--- src/rtl/packet_validator_pkg.sv ---
// rtl/packet_validator_pkg.sv - shared types, CRC-32 constants and byte-wise CRC helper
// Contents:
//   state_type    : validator FSM states
//   CRC32_INIT    : CRC register start value
//   CRC32_POLY    : reflected CRC-32 polynomial
//   CRC32_RESIDUE : register value after a frame whose FCS is correct
//   crc32_d8      : advance a reflected CRC-32 register by one byte
package packet_validator_pkg;

  typedef enum logic [1:0] {
    S_IDLE    = 2'd0,
    S_RECEIVE = 2'd1,
    S_VERDICT = 2'd2,
    S_DISCARD = 2'd3
  } state_type;

  localparam logic [31:0] CRC32_INIT    = 32'hFFFF_FFFF;
  localparam logic [31:0] CRC32_POLY    = 32'hEDB8_8320;
  localparam logic [31:0] CRC32_RESIDUE = 32'hDEBB_20E3;

  // LSB-first: the byte is folded into the low end, then eight shift/xor steps.
  function automatic logic [31:0] crc32_d8(input logic [31:0] crc, input logic [7:0] data_in);
    logic [31:0] c;
    c = crc ^ {24'h0, data_in};
    for (int i = 0; i < 8; i++) begin
      c = c[0] ? ((c >> 1) ^ CRC32_POLY) : (c >> 1);
    end
    return c;
  endfunction

endpackage

--- src/rtl/crc32_d8_update.sv ---
// rtl/crc32_d8_update.sv - combinational next-CRC for one input byte
// Ports:
//   crc      in  32  current CRC register
//   data_in  in   8  byte to fold in
//   crc_next out 32  CRC after the byte
module crc32_d8_update
  import packet_validator_pkg::*;
(
  input  logic [31:0] crc,
  input  logic [7:0]  data_in,
  output logic [31:0] crc_next
);

  assign crc_next = crc32_d8(crc, data_in);

endmodule

--- src/rtl/packet_validator.sv ---
// rtl/packet_validator.sv - Ethernet frame ingress check (CRC-32, length) in front of a que_slot
// Optional build macro: PACKET_VALIDATOR_STRIP_FCS_EN (hold back 4 bytes so the FCS is never forwarded)
// Ports:
//   clock         in   1  single clock, posedge
//   reset         in   1  synchronous, active-high
//   rx_data       in   8  frame byte
//   rx_data_valid in   1  high across one frame; a low cycle ends it
//   rx_error      in   1  PHY error, sampled on valid bytes
//   slot_ready    in   1  que_slot ready, sampled on the first byte
//   data          out  8  byte to que_slot
//   data_enable   out  1  data qualifier
//   good_packet   out  1  pulse: frame passed
//   bad_packet    out  1  pulse: frame failed, slot flushes
//   frame_dropped out  1  pulse: frame ignored, slot was not ready
module packet_validator
  import packet_validator_pkg::*;
#(
  parameter int MIN_FRAME_BYTES = 64,
  parameter int MAX_FRAME_BYTES = 1518
) (
  input  logic       clock,
  input  logic       reset,
  input  logic [7:0] rx_data,
  input  logic       rx_data_valid,
  input  logic       rx_error,
  input  logic       slot_ready,
  output logic [7:0] data,
  output logic       data_enable,
  output logic       good_packet,
  output logic       bad_packet,
  output logic       frame_dropped
);

  localparam logic [10:0] MIN_COUNT = 11'(MIN_FRAME_BYTES);
  localparam logic [10:0] MAX_COUNT = 11'(MAX_FRAME_BYTES);

  state_type   state, next_state;
  logic        silent, next_silent;
  logic [31:0] crc, next_crc, crc_base, crc_update;
  logic [10:0] byte_count, next_count;
  logic        err, next_err;
  logic        start, forward, good_next, bad_next, dropped_next;
  logic [7:0]  out_byte;
  logic        out_enable;

  assign start    = (state == S_IDLE) && rx_data_valid && slot_ready;
  assign crc_base = start ? CRC32_INIT : crc;

  crc32_d8_update u_crc (
    .crc      (crc_base),
    .data_in  (rx_data),
    .crc_next (crc_update)
  );

  // The verdict is registered on the cycle rx_data_valid drops, so the pulse
  // lands in the one S_VERDICT cycle (L+2) and never overlaps data_enable.
  always_comb begin
    next_state   = state;
    next_silent  = silent;
    next_crc     = crc;
    next_count   = byte_count;
    next_err     = err;
    forward      = 1'b0;
    good_next    = 1'b0;
    bad_next     = 1'b0;
    dropped_next = 1'b0;
    case (state)
      S_IDLE: begin
        if (start) begin
          next_state = S_RECEIVE;
          forward    = 1'b1;
          next_crc   = crc_update;
          next_count = 11'd1;
          next_err   = rx_error;
        end else if (rx_data_valid) begin
          next_state   = S_DISCARD;
          next_silent  = 1'b1;
          dropped_next = 1'b1;
        end
      end
      S_RECEIVE: begin
        if (!rx_data_valid) begin
          next_state = S_VERDICT;
          if (!err && byte_count >= MIN_COUNT && crc == CRC32_RESIDUE) good_next = 1'b1;
          else bad_next = 1'b1;
        end else if (byte_count >= MAX_COUNT) begin
          // Oversize: cut the frame here; the verdict comes when it ends.
          next_state  = S_DISCARD;
          next_silent = 1'b0;
        end else begin
          forward    = 1'b1;
          next_crc   = crc_update;
          next_count = (byte_count == 11'h7FF) ? byte_count : byte_count + 11'd1;
          next_err   = err | rx_error;
        end
      end
      S_VERDICT: next_state = S_IDLE;
      S_DISCARD: begin
        if (!rx_data_valid) begin
          next_state  = S_IDLE;
          bad_next    = !silent;
          next_silent = 1'b1;
        end
      end
      default: next_state = S_DISCARD;
    endcase
  end

`ifdef PACKET_VALIDATOR_STRIP_FCS_EN
  // hold[31:24] is the oldest byte; it leaves only once four newer bytes
  // have arrived, so the trailing four (the FCS) are never emitted.
  logic [31:0] hold;
  logic [2:0]  fill;

  always_ff @(posedge clock) begin
    if (reset) begin
      hold <= 32'h0;
      fill <= 3'd0;
    end else if (forward) begin
      hold <= start ? {24'h0, rx_data} : {hold[23:0], rx_data};
      fill <= start ? 3'd1 : ((fill == 3'd4) ? 3'd4 : fill + 3'd1);
    end
  end

  assign out_byte   = hold[31:24];
  assign out_enable = forward && !start && (fill == 3'd4);
`else
  assign out_byte   = rx_data;
  assign out_enable = forward;
`endif

  always_ff @(posedge clock) begin
    if (reset) begin
      state         <= S_DISCARD;
      silent        <= 1'b1;
      crc           <= CRC32_INIT;
      byte_count    <= 11'd0;
      err           <= 1'b0;
      data          <= 8'h00;
      data_enable   <= 1'b0;
      good_packet   <= 1'b0;
      bad_packet    <= 1'b0;
      frame_dropped <= 1'b0;
    end else begin
      state         <= next_state;
      silent        <= next_silent;
      crc           <= next_crc;
      byte_count    <= next_count;
      err           <= next_err;
      data          <= out_enable ? out_byte : 8'h00;
      data_enable   <= out_enable;
      good_packet   <= good_next;
      bad_packet    <= bad_next;
      frame_dropped <= dropped_next;
    end
  end

endmodule

--- config.mk ---
export PLATFORM = sky130hd
export DESIGN_NAME = packet_validator
export DESIGN_NICKNAME = d
export VERILOG_FILES = /design/src/rtl/packet_validator_pkg.sv /design/src/rtl/crc32_d8_update.sv /design/src/rtl/packet_validator.sv
export SDC_FILE = /design/constraint.sdc
export NUM_CORES = 1
export LEC_CHECK = 0
export CAP_MARGIN = 20
export CORE_MARGIN = 2
export CORE_UTILIZATION = 38
export DETAILED_ROUTE_END_ITERATION = 8
export PLACE_DENSITY = 0.62
export SYNTH_ARGS = -nofsm -noshare
export SYNTH_HDL_FRONTEND = slang
export SYNTH_SLANG_ARGS = --single-unit
--- constraint.sdc ---
create_clock -name clock -period 3.4 [get_ports clock]
set_input_delay 0.34 -clock clock [delete_from_list [all_inputs] [get_ports clock]]
set_output_delay 0.34 -clock clock [all_outputs]
set_load 0.05 [all_outputs]
Word-level counts from Yosys, hierarchy flattened
Index checks and enable logic that the tools add are counted.

Register bits: 59. Bits of input ports: 13. Word-level logic and storage cells: 101.

Add/subtract/negate cells: 1. $lt $le $gt $ge: 2. Equality and inequality tests: 15. Multiplexer cells: 44. Bitwise logic cells: 13. Reduce and logical (&&, ||, !) cells: 16.

Operators by type and width (count): 32-bit two-way mux (12); 13-bit NOT with 14-bit output (8); 32-bit one-hot mux with 2 select lines (1); 11-bit two-way mux (4); 32-bit equality test (second input constant) (1); 32-bit by 8-bit XOR with 32-bit output (1); 11-bit one-hot mux with 2 select lines (1); 1-bit two-way mux (16); 2-bit != test (second input constant) (8); 11-bit by 1-bit adder with 11-bit output (second input constant) (1); 11-bit equality test (second input constant) (1); 11-bit greater-or-equal comparator (second input constant) (1); 11-bit by 7-bit greater-or-equal comparator with 1-bit output (second input constant) (1); 2-bit two-way mux (5); 2-bit one-hot mux with 4 select lines (1); 3-bit != test (second input constant) (2); 1-bit one-hot mux with 2 select lines (3); 6-bit AND reduction (1); 3-bit OR reduction (2); 5-bit AND reduction (1); 2-bit equality test (second input constant) (2); 1-bit logical AND (4); 4-bit AND reduction (1); 1-bit NOT (3); other kinds (9) (10).

Depth between registers and ports, before layout
Gate-level depths: netlist (run 1).

Word-level depth: 24. Depth in mapped cells: 11. Gate-level depth less buffers: 8.

Hierarchy
A second synthesis (run 1) with hierarchy kept.

Cells, all modules: 364. Area total of the unflattened synthesis: 3728.6 um^2.

By module, submodules not included: packet_validator (times used 1, cells an instance 301, area each 2806.4 um^2); crc32_d8_update (times used 1, cells an instance 63, area each 922.1 um^2).

Worst setup path before layout (run 1)
Ideal clock, no wire load.

Path kind: register -> register. Start: register state[0]. End: register crc[19]. Setup time: 0.114 ns. Data arrival time: 2.175 ns. Data required time: 3.286 ns. Setup slack: 1.110 ns. Cell stages (with the launch flop): 10. Period minus slack after synthesis: 2.290 ns. Cells stage by stage: dfxtp_1 > inv_1 > ha_1 > buf_4 > a31oi_4 > xor2_2 > xnor3_2 > xor2_2 > xnor2_1 > a21bo_1.

Cells in the longest elaborated chain, start to end: 22.

RTL lines: start, declared (line packet_validator.sv:37) `state_type state, next_state;`; start signal, assigned (line packet_validator.sv:145) `state <= next_state;`; 2-bit logical NOT (line packet_validator.sv:46, packet_validator.sv:67); 1-bit logical AND (2 in a row) (line packet_validator.sv:46) `assign start = (state == S_IDLE) && rx_data_valid && slot_ready;`; 32-bit two-way mux (line packet_validator.sv:47) `assign crc_base = start ? CRC32_INIT : crc;`; 32-bit by 8-bit XOR with 32-bit output (line packet_validator_pkg.sv:24) `c = crc ^ {24'h0, data_in};`; 13-bit NOT with 14-bit output (no line); 32-bit two-way mux (2 in a row) (line packet_validator_pkg.sv:26) `c = c[0] ? ((c >> 1) ^ CRC32_POLY) : (c >> 1);`; 13-bit NOT with 14-bit output (no line); 32-bit two-way mux (line packet_validator_pkg.sv:26); [4 not listed]; 32-bit two-way mux (line packet_validator_pkg.sv:26); 13-bit NOT with 14-bit output (no line); 32-bit two-way mux (line packet_validator_pkg.sv:26); 13-bit NOT with 14-bit output (no line); 32-bit two-way mux (line packet_validator_pkg.sv:26); 32-bit two-way mux (line packet_validator.sv:86) `end else if (byte_count >= MAX_COUNT) begin`; 32-bit two-way mux (line packet_validator.sv:82) `if (!rx_data_valid) begin`; 32-bit one-hot mux with 2 select lines (line packet_validator.sv:67) `case (state)`; end signal, assigned (line packet_validator.sv:147) `crc <= next_crc;`; end, declared (line packet_validator.sv:39) `logic [31:0] crc, next_crc, crc_base, crc_update;`.

Several ways; a longest one is shown, not always the timed one. The select of a mux whose other input is x is not followed. A chain may end at the register's enable or synchronous reset.

Worst setup path after layout (run 1)
Start: register state[1]. End: register crc[19].

Same word-level chain as after synthesis.

==> results of run 1 <==
per-layer routing:
| metal | track usage (%) | routed length [microns] | vias to the layer above |
|---|---|---|---|
| li1 | - | - | 1338 |
| met1 | 23.1 | 3800 | 1286 |
| met2 | 27.0 | 3770 | 56 |
| met3 | 4.62 | 445 | 12 |
| met4 | 4.78 | 106 | 0 |
| met5 | 0 | 0 | - |
synth_stat cells, drive strengths merged (2+ instances only):
cell and count:
inv 7, dfxtp 59, nor4b 2, ha 6, nand4 5, clkbuf 11
o21ai 8, xnor3 3, nor2 33, or2 2, nor4 4, or3 3
xor2 20, o211ai 22, a221o 2, nor3 8, nor4bb 3, a21boi 2
nand3 6, nand2 41, buf 11, a21oi 18, and2 8, and3 2
nand4b 2, a31oi 10, nand2b 4, xnor2 66
tightest hold or removal path, stage by stage, from the launching register on:
cell and delay, ns:
dfxtp_1 0.31, nand2_1 0.05, a21oi_1 0.05
how the worst min path moves through the flow:
stage	start	to	slack, ns	cells after the start
2_1_floorplan	err$_SDFFE_PP0P_	err$_SDFFE_PP0P_	0.43	2
3_3_place_gp	err$_SDFFE_PP0P_	err$_SDFFE_PP0P_	0.46	2
3_5_place_dp	err$_SDFFE_PP0P_	err$_SDFFE_PP0P_	0.45	2
4_1_cts	err$_SDFFE_PP0P_	err$_SDFFE_PP0P_	0.47	2
5_1_grt	err$_SDFFE_PP0P_	err$_SDFFE_PP0P_	0.48	2
6_report	err$_SDFFE_PP0P_	err$_SDFFE_PP0P_	0.47	2
cells by family after synthesis:
| family | synth area share [%] |
|---|---|
| compound gates | 14.7 |
| xor+xnor | 29.2 |
| fa+ha+maj | 2.08 |
| buf+inv | 4.13 |
| flops | 32.8 |
| mux | 0.313 |
| simple gates | 16.8 |
per-stage QoR:
step	util, %	worst slack (ns)	hold WS [ns]	std cells
3_5_place_dp	43.0	0.544	0.452	521
3_3_place_gp	43.0	0.592	0.455	521
6_report	45.1	0.474	0.466	537
5_1_grt	45.1	0.280	0.480	537
4_1_cts	45.1	0.480	0.467	537
2_1_floorplan	-	1.11	0.432	380
cell type report:
class	instances	area (sq um)
clock buffer	9	124
clock inverter	7	68.8
fill	889	5070
inverter	8	30.0
multi-input combinational	291	2270
sequential	59	1180
tap	129	161
timing repair buffer	34	328
registers in the layout (all words and copies together) (netlist names):
signal	count
bad_packet	1
byte_count	11
crc	32
data	8
data_enable	1
err	1
frame_dropped	1
good_packet	1
silent	1
state	2
power groups by stage:
stage	clock, W	combinational, W	sequential, W
after floorplan	0	0.000800	0.000824
after global placement	0	0.000979	0.000833
after detailed placement	0	0.000982	0.000835
after CTS	0.000645	0.000989	0.000819
after global routing	0.000677	0.00107	0.000827
final	0.000632	0.000987	0.000819
==> metrics.md, run 1 <==
| Metric | Value |
|---|---|
| Int Power | `0.00157 W` |
| Hold Buf Count CTS | `0` |
| Syn Inst Count | `380` |
| Worst path cell trace | `inv_1, ha_1, a31oi_1, xnor2_2, xnor3_2, xor2_2, xnor2_1, a21bo_1` |
| Syn. warnings | `0` |
| Least-Margin Pin Slew | `0.904 ns` |
| Overall routing resource usage | `17.1%` |
| Mapped cell area | `0.00360 sq mm` |
| Max Clk Rate | `0.342 GHz` |
| Vias per cell | `5.01` |
| Max Root-Sink Buffers | `2` |
| Tcrit/Tclk final | `86.1%` |
| Final WL | `8120 microns` |
| DIE AREA | `0.0103 sq mm` |
| Post-synth EDFFs | `0` |
| Family with the most delay on the worst path | `XOR/XNOR gates` |
| Crit-path slowest cell | `ha_1` |
| Setup repair bufs after CTS | `0` |
| Initial Util | `39.0%` |
| Post-route cell area | `0.00417 sq mm` |
| Setup Skew | `0.00827 ns` |
| Post-CTS sizing | `0` |
| Antenna viol nets, final | `0` |
| Initial antenna violation count | `0` |
| DR vias | `2692` |
| Mapped Nets | `399` |
| CTS tree | `yes` |
| CP startpoint | `state[1]$_SDFFE_PP1P_` |
| Mean post-synth cell area | `9.48 sq um` |
| Die Wd | `101 microns` |
| Routability-driven placement congestion ratio | `0.865` |
| Final Net Count | `422` |
| CP Capture Type | `flop` |
| Drc violations | `0` |
| Max Cap Violations | `0` |
| VDD IR max | `0.000327 V` |
| Critical path arrival | `3.17 ns` |
| Clock net sink count | `59` |
| Reg2Reg Depth | `8` |
| Number of port buffers | `24` |
| Flop pwr share | `33.6%` |
| Commonest non-fill, non-tap cells in the layout | `dfxtp_1, xnor2_1, nand2_1` |
| Inserted Clock Buffers | `9` |
| CP Class | `flop to flop` |
| Register area share after synthesis | `32.8%` |
| Switching power total | `0.000868 W` |
| Layout Area Growth over Synthesis | `15.6%` |
| Clock root buffer | `clkbuf_8` |
| Top post-synthesis cells by area | `dfxtp_1, xnor2_1, xnor2_4, o211ai_1, nand2_1` |
| # rows | `35` |
| Worst skew pair latency | `0.35 ns` |
| Largest net degree at the start of global routing | `52` |
| # diodes | `0` |
| Commonest non-fill, non-tap cell in the layout | `dfxtp_1` |
| Post-route minimum period | `2.93 ns` |
| Vias in the first global route | `2610` |
| CP bufs+invs | `1` |
| Delay of the slowest cell on the worst path | `0.76 ns` |
| CP Max Fanout | `17` |
| Post-synth top area share | `32.8%` |
| Worst setup path end | `crc[19]$_SDFFE_PP1P_` |
| Reg clk slew, reported paths | `0.07 ns` |
| RR Endpoint | `crc[19]$_SDFFE_PP1P_` |
| Worst R2R Start | `state[1]$_SDFFE_PP1P_` |
| CP Depth | `8` |
| Slew HR | `39.7%` |
| HPWL Detailed | `5940 microns` |
| Total gr overflow | `0` |
| Logic pwr share | `40.5%` |
| Ys flop type | `dfxtp_1` |
| Core ar. | `0.00924 sq mm` |
| Detailed Routing Iterations Pass 1 | `4` |
| IO Pins | `25` |
| Endpoints failing hold | `0` |
| Clock network fraction of design power | `25.9%` |
| Switching Share | `35.6%` |
| FF-to-FF setup slack | `0.47 ns` |
| Drt first-iter violations | `102` |
| Startpoint class of the critical path | `flop` |
| H-tree depth | `3` |
| Pwr Total | `0.00244 W` |
| Die span in y | `101 microns` |
| Post-synth top area cell | `dfxtp_1` |
| Avg WL per Cell | `15.1 microns` |
| RSZ-0062 raised after global routing | `false` |
| Leakage power | `1.57 nW` |
| Class of the worst hold path | `flop to flop` |
| Placed inst area | `0.00397 sq mm` |
| First-pass GRT wire length | `13500 microns` |
| Power Density | `585 mW/mm^2` |
| Final setup fails | `0` |
| Worst endpoint required time | `3.64 ns` |
| Setup TNS | `0 ns` |
| Final Slew Violations | `0` |
| FFs w/ async S/R, synth | `0%` |
| Share of layout cells above drive strength 1 | `13.5%` |
| Run status | `finished clean` |
| Seq cells post-synth | `59` |
| Unique masters post-synth | `50` |
Note: power is estimated with default switching activity, not from simulation.
==> run 2: changes to the inputs <==
--- a/config.mk
+++ b/config.mk
@@ -7,9 +7,9 @@
 export LEC_CHECK = 0
 export CAP_MARGIN = 20
 export CORE_MARGIN = 2
-export CORE_UTILIZATION = 38
+export CORE_UTILIZATION = 40
 export DETAILED_ROUTE_END_ITERATION = 8
-export PLACE_DENSITY = 0.62
+export PLACE_DENSITY = 0.64
 export SYNTH_ARGS = -nofsm -noshare
 export SYNTH_HDL_FRONTEND = slang
 export SYNTH_SLANG_ARGS = --single-unit
==> metrics.md, run 2 (same netlist as run 1, synthesis figures left out) <==
| Metric | Value |
|---|---|
| Run status | `finished clean` |
| Final Net Count | `421 (-0.24%)` |
| Pwr Total | `0.00258 W (+5.9%)` |
| Vias in the first global route | `2593 (-0.65%)` |
| # diodes | `0 (unchanged)` |
| Max Root-Sink Buffers | `2 (unchanged)` |
| RSZ-0062 raised after global routing | `false` |
| Leakage power | `1.58 nW (+0.95%)` |
| Total gr overflow | `0 (unchanged)` |
| Slew HR | `44.1% (+4.4 points)` |
| Startpoint class of the critical path | `flop` |
| Inserted Clock Buffers | `9 (unchanged)` |
| Most Used Layer, Global Route | `met2` |
| Family with the most delay on the worst path | `XOR/XNOR gates` |
| FF-to-FF setup slack | `0.58 ns (+0.11 ns)` |
| Hold Path Origin | `err$_SDFFE_PP0P_` |
| Reg2Reg Depth | `8 (unchanged)` |
| Initial Util | `41.3% (+2.3 points)` |
| Final core utilization | `47.8% (+2.8 points)` |
| Routing usage on met2 | `29.1% (+2.1 points)` |
| Setup TNS | `0 ns (unchanged)` |
| Met1 Track Usage GR | `23.5% (+0.42 points)` |
| Die Wd | `98.9 microns (-2.4%)` |
| IO Pins | `25 (unchanged)` |
| Final setup fails | `0 (unchanged)` |
| Hold Buf Count CTS | `0 (unchanged)` |
| Final setup margin | `0.584 ns (+0.110 ns)` |
| Drt first-iter violations | `124 (+22%)` |
| CP bufs+invs | `1 (unchanged)` |
| CP Max Fanout | `17 (unchanged)` |
| Commonest non-fill, non-tap cell in the layout | `dfxtp_1` |
| Crit-path slowest cell | `ha_1` |
| Core ar. | `0.00872 sq mm (-5.6%)` |
| Worst endpoint required time | `3.65 ns (about the same)` |
| Endpoints failing hold | `0 (unchanged)` |
| Commonest non-fill, non-tap cells in the layout | `dfxtp_1, xnor2_1, nand2_1` |
| # rows | `34 (-2.9%)` |
| Least-Margin Pin Slew | `0.839 ns (-0.0654 ns)` |
| Share of layout cells above drive strength 1 | `13.3% (-0.21 points)` |
| Antenna viol nets, final | `0 (unchanged)` |
| WHS Path Cells | `2 (unchanged)` |
| Reg clk slew, reported paths | `0.07 ns (about the same)` |
| First-pass GRT wire length | `13700 microns (+1.3%)` |
| Layout Area Growth over Synthesis | `15.8%` |
| Critical path arrival | `3.07 ns (-0.10 ns)` |
| Class of the worst hold path | `flop to flop` |
| Largest net degree at the start of global routing | `26 (-50%)` |
| Vias per cell | `5.20 (+3.7%)` |
| Biggest register | `crc` |
| Final Slew Violations | `0 (unchanged)` |
| M3 GR Usage | `4.11% (-0.51 points)` |
| CP Class | `flop to flop` |
| Worst path cell trace | `inv_1, ha_1, a31oi_1, xnor2_2, xnor3_2, xor2_2, xnor2_1, a21bo_1` |
| DR vias | `2676 (-0.59%)` |
| Max Cap Violations | `0 (unchanged)` |
| Avg WL per Cell | `16.0 microns (+5.8%)` |
| Final WL | `8230 microns (+1.5%)` |
| H-tree depth | `3 (unchanged)` |
| Hold endpoint | `err$_SDFFE_PP0P_` |
| Worst Hold Margin | `0.466 ns (+0.000343 ns)` |
| Post-route minimum period | `2.82 ns (-0.110 ns)` |
| Max Clk Rate | `0.355 GHz (+3.9%)` |
| Post-CTS sizing | `0 (unchanged)` |
| Number of port buffers | `24 (unchanged)` |
| Worst slack, placed | `0.587 ns (+0.0429 ns)` |
| Overall routing resource usage | `18.1% (+1.0 points)` |
| Initial antenna violation count | `0 (unchanged)` |
| VDD IR max | `0.000205 V (-37%)` |
| Largest regs | `crc (32), byte_count (11), data (8)` |
| Setup Skew | `0.0119 ns (+0.00365 ns)` |
| Worst skew pair latency | `0.35 ns (about the same)` |
| RR Endpoint | `crc[19]$_SDFFE_PP1P_` |
| Worst R2R Start | `state[1]$_SDFFE_PP1P_` |
| DIE AREA | `0.00978 sq mm (-4.8%)` |
| Drc violations | `0 (unchanged)` |
| Power Density | `618 mW/mm^2 (+5.7%)` |
| Delay of the slowest cell on the worst path | `0.71 ns (-0.05 ns)` |
| HPWL Detailed | `5980 microns (+0.57%)` |
| Detailed Routing Iterations Pass 1 | `4 (unchanged)` |
| CP Capture Type | `flop` |
| Tcrit/Tclk final | `82.8% (-3.2 points)` |
| CTS tree | `yes` |
| Setup repair bufs after CTS | `0 (unchanged)` |
| Routability-driven placement congestion ratio | `0.918 (+6.2%)` |
| Max FFs per register | `32 (unchanged)` |
| Die span in y | `98.9 microns (-2.4%)` |
| Clock root buffer | `clkbuf_8` |
| Clock net sink count | `59 (unchanged)` |
==> run 2: cell count changes in the layout (fill, tap and decap cells not counted) <==
cell / delta
buf_12: -1
clkinv_4: -1
clkbuf_8: +4
clkinv_2: -3
clkinvlp_4: -1
bufinv_16: +1
==> run 2: per-stage QoR <==
step | instances | area, sq um
final | 515 | 4170
after global routing | 515 | 4170
after CTS | 515 | 4170
after detailed placement | 499 | 3930
after global placement | 499 | 3930
after floorplan | 380 | 3600
==> run 2: worst max-delay path by stage <==
stage / start / end / slack (ns) / cells past startpoint
CTS: state[1]$_SDFFE_PP1P_ / crc[21]$_SDFFE_PP1P_ / 0.58 / 8
finish: state[1]$_SDFFE_PP1P_ / crc[19]$_SDFFE_PP1P_ / 0.58 / 8
floorplan: state[0]$_SDFFE_PP1P_ / crc[19]$_SDFFE_PP1P_ / 1.11 / 9
global placement: slot_ready / crc[19]$_SDFFE_PP1P_ / 0.59 / 7
detailed placement: slot_ready / crc[19]$_SDFFE_PP1P_ / 0.59 / 7
global route: state[1]$_SDFFE_PP1P_ / crc[21]$_SDFFE_PP1P_ / 0.31 / 8
==> run 2: final cells by class <==
cell class,count,area (sq um)
timing repair buffer,33,308
inverter,8,30.0
sequential,59,1180
fill,804,4550
tap,108,135
clock buffer,13,179
clock inverter,3,67.6
multi-input combinational,291,2270
==> run 2: routing by layer <==
metal / wire length, microns / part of all wire, %
met5: 0 / 0
met4: 147 / 1.8
met3: 476 / 5.8
met2: 3930 / 48
met1: 3680 / 45
==> run 2: worst register-to-register path: stages (launching register included) <==
cell     delay (ns)
dfxtp_1        0.33
inv_1          0.10
ha_1           0.71
a31oi_1        0.26
xnor2_2        0.41
xnor3_2        0.41
xor2_2         0.18
xnor2_1        0.14
a21bo_1        0.18
==> run 2: power breakdown <==
group	switching (W)	internal [W]
Sequential	0.0000653	0.000754
Combinational	0.000506	0.000476
Clock	0.000287	0.000493
Total	0.000858	0.00172
==> run 3: changes to the inputs <==
--- a/config.mk
+++ b/config.mk
@@ -9,7 +9,7 @@
 export CORE_MARGIN = 2
 export CORE_UTILIZATION = 40
 export DETAILED_ROUTE_END_ITERATION = 8
-export PLACE_DENSITY = 0.64
+export PLACE_DENSITY = 0.66
 export SYNTH_ARGS = -nofsm -noshare
 export SYNTH_HDL_FRONTEND = slang
 export SYNTH_SLANG_ARGS = --single-unit
==> constraint.sdc (replaced) <==
create_clock -name clock -period 2.3 [get_ports clock]
set_input_delay 0.23 -clock clock [delete_from_list [all_inputs] [get_ports clock]]
set_output_delay 0.23 -clock clock [all_outputs]
set_load 0.05 [all_outputs]
==> metrics.md, run 3 (same netlist as run 1, synthesis figures left out) <==
| Metric | Value |
|---|---|
| Switching Share | `34.2% (+0.91 points)` |
| Worst Hold Margin | `0.446 ns (-0.0202 ns)` |
| VDD IR max | `0.000359 V (+75%)` |
| CTS tree | `yes` |
| Final Slew Violations | `0 (unchanged)` |
| DIE AREA | `0.00978 sq mm (unchanged)` |
| Vias in the first global route | `2843 (+9.6%)` |
| Placed inst area | `0.00416 sq mm (+5.9%)` |
| Class of the worst hold path | `primary input to flop` |
| Clock net sink count | `59 (unchanged)` |
| # rows | `34 (unchanged)` |
| Least-Margin Pin Slew | `0.557 ns (-0.282 ns)` |
| Startpoint class of the critical path | `flop` |
| CP startpoint | `state[0]$_SDFFE_PP1P_` |
| Hold Buf Count CTS | `0 (unchanged)` |
| Final WL | `8620 microns (+4.7%)` |
| Reg2Reg Depth | `9 (+1)` |
| RSZ-0062 raised after global routing | `false` |
| Int Power | `0.00255 W (+48%)` |
| WHS Path Cells | `3 (+1)` |
| CP bufs+invs | `2 (+1)` |
| Worst skew pair latency | `0.35 ns (about the same)` |
| Max Root-Sink Buffers | `2 (unchanged)` |
| Final core utilization | `51.0% (+3.2 points)` |
| Largest regs | `crc (32), byte_count (11), data (8)` |
| Drc violations | `0 (unchanged)` |
| Largest net degree at the start of global routing | `39 (+50%)` |
| Worst slack, placed | `-0.0737 ns (-0.661 ns)` |
| Family with the most delay on the worst path | `XOR/XNOR gates` |
| Max Clk Rate | `0.454 GHz (+28%)` |
| Power Density | `870 mW/mm^2 (+41%)` |
| H-tree depth | `3 (unchanged)` |
| Antenna viol nets, final | `0 (unchanged)` |
| Avg WL per Cell | `15.9 microns (-0.65%)` |
| Final Net Count | `449 (+6.7%)` |
| Vias per cell | `5.20 (about the same)` |
| Final setup fails | `0 (unchanged)` |
| Detailed Routing Iterations Pass 1 | `4 (unchanged)` |
| HPWL Detailed | `6430 microns (+7.6%)` |
| Logic pwr share | `41.4% (+3.4 points)` |
| Final setup margin | `0.0982 ns (-0.486 ns)` |
| Delay of the slowest cell on the worst path | `0.50 ns (-0.21 ns)` |
| Critical path arrival | `2.45 ns (-0.62 ns)` |
| Flop pwr share | `31.5% (-0.2 points)` |
| Die span in y | `98.9 microns (unchanged)` |
| CP Class | `flop to flop` |
| Worst R2R Start | `state[0]$_SDFFE_PP1P_` |
| Biggest register | `crc` |
| Max FFs per register | `32 (unchanged)` |
| RR Endpoint | `crc[19]$_SDFFE_PP1P_` |
| Initial Util | `41.3% (unchanged)` |
| Clock root buffer | `clkbuf_8` |
| # diodes | `0 (unchanged)` |
| Slew HR | `61.9% (+18 points)` |
| IO Pins | `25 (unchanged)` |
| Post-route cell area | `0.00445 sq mm (+6.7%)` |
| Initial antenna violation count | `0 (unchanged)` |
| Tcrit/Tclk final | `95.7% (+13 points)` |
| CP Max Fanout | `8 (-9)` |
| Worst path cell trace | `inv_2, ha_4, buf_12, a31oi_2, xnor2_2, xnor3_2, xor2_2, xnor2_1, a21bo_1` |
| Number of port buffers | `24 (unchanged)` |
| Post-route minimum period | `2.20 ns (-0.614 ns)` |
| Max Cap Violations | `0 (unchanged)` |
| Routability-driven placement congestion ratio | `0.844 (-8.0%)` |
| CP Depth | `9 (+1)` |
| Crit-path slowest cell | `xnor3_2` |
| Share of layout cells above drive strength 1 | `20.5% (+7.2 points)` |
| Overall routing resource usage | `18.9% (+0.79 points)` |
| Commonest non-fill, non-tap cell in the layout | `dfxtp_1` |
| Setup Skew | `0.00685 ns (-0.00507 ns)` |
| Total gr overflow | `0 (unchanged)` |
| Worst setup path end | `crc[19]$_SDFFE_PP1P_` |
| Pwr Total | `0.00387 W (+50%)` |
| Leakage power | `1.72 nW (+8.8%)` |
| Commonest non-fill, non-tap cells in the layout | `dfxtp_1, xnor2_1, nand2_1` |
| Reg clk slew, reported paths | `0.07 ns (about the same)` |
| Layout Area Growth over Synthesis | `23.6%` |
| Core ar. | `0.00872 sq mm (unchanged)` |
| FF-to-FF setup slack | `0.1 ns (-0.49 ns)` |
| Worst endpoint required time | `2.55 ns (-1.10 ns)` |
| Hold Path Origin | `rx_error` |
| Run status | `finished clean` |
| DR vias | `2822 (+5.5%)` |
| CP Capture Type | `flop` |
| Endpoints failing hold | `0 (unchanged)` |
| First-pass GRT wire length | `14600 microns (+6.8%)` |
| Inserted Clock Buffers | `9 (unchanged)` |
| Die Wd | `98.9 microns (unchanged)` |
| Drt first-iter violations | `118 (-4.8%)` |
| Switching power total | `0.00132 W (+54%)` |
| Clock network fraction of design power | `27.1% (-3.1 points)` |
[run 3: how the worst min path moves through the flow]
stage               slack [ns]                  to
CTS                       0.45    err$_SDFFE_PP0P_
global placement          0.46    err$_SDFFE_PP0P_
detailed placement        0.46    err$_SDFFE_PP0P_
finish                    0.45    err$_SDFFE_PP0P_
global route              0.46    err$_SDFFE_PP0P_
floorplan                 0.35  data[0]$_SDFF_PP0_
[run 3: layout make-up]
class / count / area [sq um]
tap: 108 / 135
inverter: 8 / 30.0
timing repair buffer: 61 / 586
multi-input combinational: 291 / 2300
clock inverter: 7 / 92.6
sequential: 59 / 1180
clock buffer: 9 / 124
fill: 778 / 4270
[run 3: through the flow]
stage	setup TNS [ns]	instances
finish	0	543
global route	0	543
CTS	0	539
detailed placement	-0.145	523
global placement	-0.0363	523
floorplan	0	380
[run 3: per-layer routing]
layer,wire length [microns],vias to the layer above,track usage (%)
met5,0,-,0
met4,181,0,5.16
met3,400,16,5.25
met2,4020,60,30.4
met1,4020,1352,25.0
li1,-,1394,-
[run 3: timing repair]
item / in CTS / in global routing
pin swaps: 0 / 2
gates cloned: 0 / 1
buffers inserted: 0 / 3
gates resized for setup: 1 / 8
endpoints found under the setup margin: 1 / 25
[run 3: power by group through the flow]
stage / sequential (W) / clock [W] / combinational [W]
4_1_cts: 0.00122 / 0.00107 / 0.00158
3_5_place_dp: 0.00124 / 0 / 0.00157
2_1_floorplan: 0.00122 / 0 / 0.00118
6_report: 0.00122 / 0.00105 / 0.00161
3_3_place_gp: 0.00124 / 0 / 0.00154
5_1_grt: 0.00123 / 0.00112 / 0.00175
[run 3: worst register-to-register path: cells and delay by family (launching register included)]
family / cells / cell delay [ns]
buffers and inverters: 2 / 0.21
DFF: 1 / 0.36
adders and majority gates: 1 / 0.18
AOI/OAI and AO/OA: 2 / 0.37
xor gates and xnor gates: 4 / 0.99
